[src/rtl/sram_port_arbiter.sv]
// Round-robin arbiter that shares one SRAM between several single-word requesters.
// Runs one read or write at a time through the SRAM's strobe/ready handshake and returns the result.
module sram_port_arbiter #(
    parameter int n_req          = 4,
    parameter int data_width     = 16,
    parameter int addr_width     = 13,
    parameter int timeout_cycles = 16
) (
    input  logic                         clk,
    input  logic                         reset,
    input  logic [n_req-1:0]             req_valid,
    input  logic [n_req-1:0]             req_write,
    input  logic [n_req*addr_width-1:0]  req_addr,
    input  logic [n_req*data_width-1:0]  req_wdata,
    output logic [n_req-1:0]             req_ready,
    output logic [n_req-1:0]             resp_valid,
    output logic [data_width-1:0]        resp_data,
    output logic                         resp_error,
    output logic                         timeout,
    output logic                         busy,
    output logic                         mem_read,
    output logic                         mem_write,
    output logic [addr_width-1:0]        mem_read_addr,
    output logic [addr_width-1:0]        mem_write_addr,
    output logic [data_width-1:0]        mem_data_in,
    input  logic [data_width-1:0]        mem_data_out,
    input  logic                         mem_read_ready,
    input  logic                         mem_write_ready,
    input  logic                         mem_invalid_read,
    input  logic                         mem_invalid_write
);

    localparam int IDX_W = (n_req > 1) ? $clog2(n_req) : 1;
    localparam int CNT_W = $clog2(timeout_cycles + 1);
    localparam logic [CNT_W-1:0] CNT_LAST = CNT_W'(timeout_cycles - 1);

    typedef enum logic [1:0] {
        ST_IDLE  = 2'd0,
        ST_ISSUE = 2'd1,
        ST_WAIT  = 2'd2,
        ST_RESP  = 2'd3
    } state_t;

    state_t                  state_q, state_d;
    logic [IDX_W-1:0]        rr_ptr_q, rr_ptr_d;
    logic [IDX_W-1:0]        win_q, win_d;
    logic                    op_write_q, op_write_d;
    logic                    err_q, err_d;
    logic [CNT_W-1:0]        cnt_q, cnt_d;
    logic                    mem_read_q, mem_read_d;
    logic                    mem_write_q, mem_write_d;
    logic [addr_width-1:0]   mem_read_addr_q, mem_read_addr_d;
    logic [addr_width-1:0]   mem_write_addr_q, mem_write_addr_d;
    logic [data_width-1:0]   mem_data_in_q, mem_data_in_d;
    logic [n_req-1:0]        resp_valid_q, resp_valid_d;
    logic [data_width-1:0]   resp_data_q, resp_data_d;
    logic                    resp_error_q, resp_error_d;
    logic                    timeout_q, timeout_d;
    logic                    busy_q, busy_d;

    logic [IDX_W-1:0]        cand_s;
    logic [IDX_W-1:0]        scan_idx_s;
    int                      scan_sum_s;
    logic                    grant_s;
    logic                    op_ready_s;
    logic                    op_invalid_s;

    // Round-robin candidate: highest-priority pending requester after rr_ptr.
    always_comb begin
        cand_s     = '0;
        scan_idx_s = '0;
        scan_sum_s = 0;
        for (int i = n_req; i >= 1; i--) begin
            scan_sum_s = int'(rr_ptr_q) + i;
            scan_idx_s = IDX_W'((scan_sum_s >= n_req) ? (scan_sum_s - n_req) : scan_sum_s);
            cand_s     = req_valid[scan_idx_s] ? scan_idx_s : cand_s;
        end
        // Grant needs the SRAM side for the candidate's own op to be ready; reset masks the comb strobe.
        grant_s      = (|req_valid) && reset &&
                       (req_write[cand_s] ? mem_write_ready : mem_read_ready);
        op_ready_s   = op_write_q ? mem_write_ready : mem_read_ready;
        op_invalid_s = op_write_q ? mem_invalid_write : mem_invalid_read;
    end

    // Next-state and registered-output logic for the IDLE/ISSUE/WAIT/RESP sequencer.
    always_comb begin
        state_d          = state_q;
        rr_ptr_d         = rr_ptr_q;
        win_d            = win_q;
        op_write_d       = op_write_q;
        err_d            = err_q;
        cnt_d            = cnt_q;
        mem_read_d       = 1'b0;
        mem_write_d      = 1'b0;
        mem_read_addr_d  = mem_read_addr_q;
        mem_write_addr_d = mem_write_addr_q;
        mem_data_in_d    = mem_data_in_q;
        resp_valid_d     = '0;
        resp_data_d      = '0;
        resp_error_d     = 1'b0;
        timeout_d        = 1'b0;
        req_ready        = '0;
        case (state_q)
            ST_IDLE: begin
                if (grant_s) begin
                    req_ready[cand_s] = 1'b1;
                    win_d      = cand_s;
                    rr_ptr_d   = cand_s;
                    op_write_d = req_write[cand_s];
                    err_d      = 1'b0;
                    state_d    = ST_ISSUE;
                    if (req_write[cand_s]) begin
                        mem_write_d      = 1'b1;
                        mem_write_addr_d = req_addr[int'(cand_s)*addr_width +: addr_width];
                        mem_data_in_d    = req_wdata[int'(cand_s)*data_width +: data_width];
                    end else begin
                        mem_read_d      = 1'b1;
                        mem_read_addr_d = req_addr[int'(cand_s)*addr_width +: addr_width];
                    end
                end else begin
                    state_d = ST_IDLE;
                end
            end
            ST_ISSUE: begin
                cnt_d   = '0;
                state_d = ST_WAIT;
            end
            ST_WAIT: begin
                err_d = err_q | op_invalid_s;
                // Ready is only trusted once it has had a cycle to drop after the strobe.
                if (op_ready_s && (cnt_q != '0)) begin
                    state_d              = ST_RESP;
                    resp_valid_d[win_q]  = 1'b1;
                    resp_data_d          = op_write_q ? '0 : mem_data_out;
                    resp_error_d         = err_q | op_invalid_s;
                end else if (cnt_q == CNT_LAST) begin
                    state_d              = ST_RESP;
                    err_d                = 1'b1;
                    timeout_d            = 1'b1;
                    resp_valid_d[win_q]  = 1'b1;
                    resp_error_d         = 1'b1;
                end else begin
                    cnt_d = cnt_q + CNT_W'(1);
                end
            end
            ST_RESP: begin
                err_d   = 1'b0;
                state_d = ST_IDLE;
            end
            default: begin
                state_d = ST_IDLE;
            end
        endcase
        busy_d = (state_d != ST_IDLE);
    end

    // State and output registers; rr_ptr resets to the last index so requester 0 wins first.
    always_ff @(posedge clk or negedge reset) begin
        if (!reset) begin
            state_q          <= ST_IDLE;
            rr_ptr_q         <= IDX_W'(n_req - 1);
            win_q            <= '0;
            op_write_q       <= 1'b0;
            err_q            <= 1'b0;
            cnt_q            <= '0;
            mem_read_q       <= 1'b0;
            mem_write_q      <= 1'b0;
            mem_read_addr_q  <= '0;
            mem_write_addr_q <= '0;
            mem_data_in_q    <= '0;
            resp_valid_q     <= '0;
            resp_data_q      <= '0;
            resp_error_q     <= 1'b0;
            timeout_q        <= 1'b0;
            busy_q           <= 1'b0;
        end else begin
            state_q          <= state_d;
            rr_ptr_q         <= rr_ptr_d;
            win_q            <= win_d;
            op_write_q       <= op_write_d;
            err_q            <= err_d;
            cnt_q            <= cnt_d;
            mem_read_q       <= mem_read_d;
            mem_write_q      <= mem_write_d;
            mem_read_addr_q  <= mem_read_addr_d;
            mem_write_addr_q <= mem_write_addr_d;
            mem_data_in_q    <= mem_data_in_d;
            resp_valid_q     <= resp_valid_d;
            resp_data_q      <= resp_data_d;
            resp_error_q     <= resp_error_d;
            timeout_q        <= timeout_d;
            busy_q           <= busy_d;
        end
    end

    assign resp_valid     = resp_valid_q;
    assign resp_data      = resp_data_q;
    assign resp_error     = resp_error_q;
    assign timeout        = timeout_q;
    assign busy           = busy_q;
    assign mem_read       = mem_read_q;
    assign mem_write      = mem_write_q;
    assign mem_read_addr  = mem_read_addr_q;
    assign mem_write_addr = mem_write_addr_q;
    assign mem_data_in    = mem_data_in_q;

endmodule

[config.mk]
export PLATFORM = sky130hd
export DESIGN_NAME = sram_port_arbiter
export DESIGN_NICKNAME = d
export VERILOG_FILES = /design/src/rtl/sram_port_arbiter.sv
export SDC_FILE = /design/constraint.sdc
export NUM_CORES = 1
export LEC_CHECK = 0
export CAP_MARGIN = 5
export CORE_AREA = 2 2 103 105
export DETAILED_ROUTE_END_ITERATION = 6
export DIE_AREA = 0 0 105 107
export PLACE_DENSITY = 0.85
export SETUP_SLACK_MARGIN = 0.05
export SYNTH_ARGS = -nofsm -noshare
export SYNTH_HDL_FRONTEND = slang
export SYNTH_SLANG_ARGS = --single-unit
[constraint.sdc]
create_clock -name clk -period 5.3 [get_ports clk]
set_clock_uncertainty 0.1 [all_clocks]
set_input_delay 1.06 -clock clk [delete_from_list [all_inputs] [get_ports clk]]
set_output_delay 1.06 -clock clk [all_outputs]
set_load 0.1 [all_outputs]
==> impl_metrics.json <==
{
  "place_inst": 805,
  "synth_cell_types": 49,
  "overflow": 0,
  "crit_type": "input pin to primary output",
  "cts-buffers-inserted": 9,
  "use_met3": 0.0571,
  "netSwitchingPower_mw": 2.57,
  "period_share": 0.923,
  "internal_power_mw": 2.03,
  "pwr-share-clk": 0.117,
  "antenna_found_initial": 0,
  "synth_area_leader_cell": "dfrtp_1",
  "synth_common_cells": "137 x nand2_1, 78 x dfrtp_1, 34 x inv_1, 34 x nand3_1, 28 x mux2i_1",
  "seqPwrFrac": 0.221,
  "crit_required_ns": 4.14,
  "min_path_type": "register to register",
  "syn-num-nets": 626,
  "port_buffers": 216,
  "ctsHoldBuffers": 0,
  "tritoncts": "yes",
  "design.die.area_mm2": 0.0112,
  "clock_path_buffers": 2,
  "hold_viol": 0,
  "cp_max_fo": 10,
  "busiest_layer": "met2",
  "synth_seq_cells": 80,
  "drt-total-wl_um": 13300,
  "grt_max_degree": 63,
  "critPathCaptureType": "primary output",
  "tightest_slew_ns": 1.07,
  "ir_worst_vdd_v": 0.000454,
  "grt_usage": 0.236,
  "use_met1": 0.288,
  "ant_nets": 0,
  "ys_warn_count": 0,
  "synth-seq-area-share": 0.459,
  "reg2reg_from": "rr_ptr_q[1]$_DFFE_PN1P_",
  "startpoint_type": "input pin",
  "drt_iter0_markers": 211,
  "rows": 37,
  "maxCapViolations": 0,
  "p_leak_nw": 3.12,
  "ys_async_sr_fraction": 1.00,
  "slew_headroom": 0.280,
  "rsz0062_at_grt": "false",
  "status": "complete, no violations",
  "p_sw_frac": 0.559,
  "instances_no_fill": 820,
  "grt_pass1_wl_um": 21000,
  "p_per_area_mw_per_mm2": 667,
  "combPwrFrac": 0.661,
  "gp_congestion": 0.915,
  "slew_viol_final": 0,
  "wl_per_cell_um": 16.2,
  "holdWs_ns": 0.413,
  "synth_most_common_cell": "nand2_1",
  "crit_start": "req_valid[3]",
  "num_vias": 4207,
  "root_buffer": "clkbuf_8",
  "fin_setup_tns_ns": 0,
  "synth_flop_cell": "dfrtp_1",
  "start_util": 0.432,
  "die_w_um": 105,
  "synth_top_area_frac": 0.447,
  "postCtsResizedCells": 0,
  "coreArea_mm2": 0.0101,
  "cts_sinks": 80,
  "synth_cells": 473,
  "layout-drive-gt1-share": 0.0833,
  "clkTransAtPathRegs_ns": 0.09,
  "synth-edff-count": 0,
  "syn_area_mm2": 0.00436,
  "drtPass1Iterations": 4,
  "reg2reg_to": "mem_data_in[0]$_DFFE_PN0P_",
  "clk-insertion-delay-late_ns": 0.35,
  "synthTopCellsByArea": "dfrtp_1 45%, nand2_1 12%, mux2_4 6.5%, mux2i_1 6.4%, nand3_1 3.9%",
  "detail_route.vias_per_cell": 5.13,
  "hold_depth": 1,
  "synth.avg_cell_area_um2": 9.23,
  "arrival_ns": 3.73,
  "cts-htree-levels": 3,
  "setup_viol": 0,
  "io_pins": 217,
  "crit_end": "req_ready[0]",
  "cp_slowest_cell": "clkdlybuf4s50_1",
  "path_cells": "clkdlybuf4s50_1 > nand2b_1 > a31oi_1 > and2_1 > a211oi_4 > or3b_4 > a21oi_4 > and3_1 > buf_12",
  "min_period_ns": 4.89,
  "grt_use_met2": 0.400,
  "drcViolationCount": 0,
  "grt_pass1_vias": 4308,
  "fin_nets": 833,
  "cts_setup_buffers": 0,
  "max_stage_delay_ns": 0.60,
  "area_growth_pct": 58.0,
  "worst_r2r_path_depth": 7,
  "r2r_slack_ns": 2.42,
  "fp.dieH_um": 107,
  "num_antenna_cells": 0,
  "fmax_mhz": 205,
  "hpwl_um": 9900
}
power groups by stage:
stage / logic (mW) / registers (mW) / clock network, mW
finish: 3.04 / 1.02 / 0.540
global route: 3.18 / 1.05 / 0.585
CTS: 3.05 / 1.02 / 0.557
detailed placement: 3.04 / 1.02 / 0
global placement: 2.98 / 1.01 / 0
floorplan: 0.883 / 2.39 / 0
layer usage:
| metal | vias to the layer above | wire (um) | share of wire |
|---|---|---|---|
| li1 | 1975 | - | - |
| met1 | 2039 | 5450 | 0.41 |
| met2 | 170 | 6760 | 0.51 |
| met3 | 23 | 820 | 0.062 |
| met4 | 0 | 273 | 0.021 |
| met5 | - | 0 | 0 |
layout make-up:
cell class,instances,area (um^2)
Tap cell,136,170
Fill cell,809,3200
Clock inverter,6,116
Inverter,34,128
Timing Repair Buffer,222,2240
Clock buffer,9,124
Sequential cell,80,2000
Multi-Input combinational cell,333,2110
through the flow:
| stage | total power [mW] | utilization | area, um^2 | setup WS (ns) |
|---|---|---|---|---|
| after global placement | 3.99 | 0.659 | 6650 | 0.544 |
| after detailed placement | 4.07 | 0.659 | 6650 | 0.416 |
| after global routing | 4.81 | 0.683 | 6890 | 0.227 |
| final | 4.60 | 0.683 | 6890 | 0.410 |
| after CTS | 4.62 | 0.683 | 6890 | 0.386 |
| after floorplan | 3.27 | - | 4360 | 0.864 |
worst max-delay path: cells and delay by family:
| family | cells | cell delay, ns |
|---|---|---|
| and+or+nand+nor | 4 | 1.13 |
| buffers and inverters | 2 | 0.79 |
| AOI/OAI and AO/OA | 3 | 0.74 |
worst min path at each step:
stage | to | from
2_1_floorplan | resp_valid[2]$_DFF_PN0_ | win_q[0]$_DFFE_PN0P_
5_1_grt | mem_data_in[1]$_DFFE_PN0P_ | mem_data_in[1]$_DFFE_PN0P_
6_report | resp_valid[2]$_DFF_PN0_ | win_q[0]$_DFFE_PN0P_
3_3_place_gp | mem_data_in[1]$_DFFE_PN0P_ | mem_data_in[1]$_DFFE_PN0P_
4_1_cts | resp_valid[2]$_DFF_PN0_ | win_q[0]$_DFFE_PN0P_
3_5_place_dp | mem_data_in[12]$_DFFE_PN0P_ | mem_data_in[12]$_DFFE_PN0P_
registers in the layout, indices dropped and copies added (netlist names), 2 cells and up:
signal,count
resp_data,16
state_q,2
mem_data_in,16
mem_read_addr,13
cnt_q,5
win_q,2
resp_valid,4
mem_write_addr,13
rr_ptr_q,2
kinds of logic after synthesis:
group,synth area share
AO/OA/AOI/OAI,0.0737
buffers and inverters,0.0614
XOR/XNOR,0.00201
adder cells (fa/ha/maj),0.0201
AND/OR/NAND/NOR,0.251
multiplexers,0.132
flip-flops,0.459
cells in the final DEF, fill, tap and decap left out, types with 7 or more instances in the layout:
cell | netlist | final
a31oi_1 | 18 | 18
and2_1 | 19 | 19
and3_1 | 22 | 22
buf_4 | 1 | 7
clkbuf_8 | 0 | 9
clkdlybuf4s50_1 | 0 | 211
dfrtp_1 | 78 | 78
ha_1 | 7 | 7
inv_1 | 34 | 34
mux2_4 | 19 | 19
mux2i_1 | 28 | 28
nand2_1 | 137 | 137
nand3_1 | 34 | 34
No activity file was read; power rests on OpenSTA's default activity.
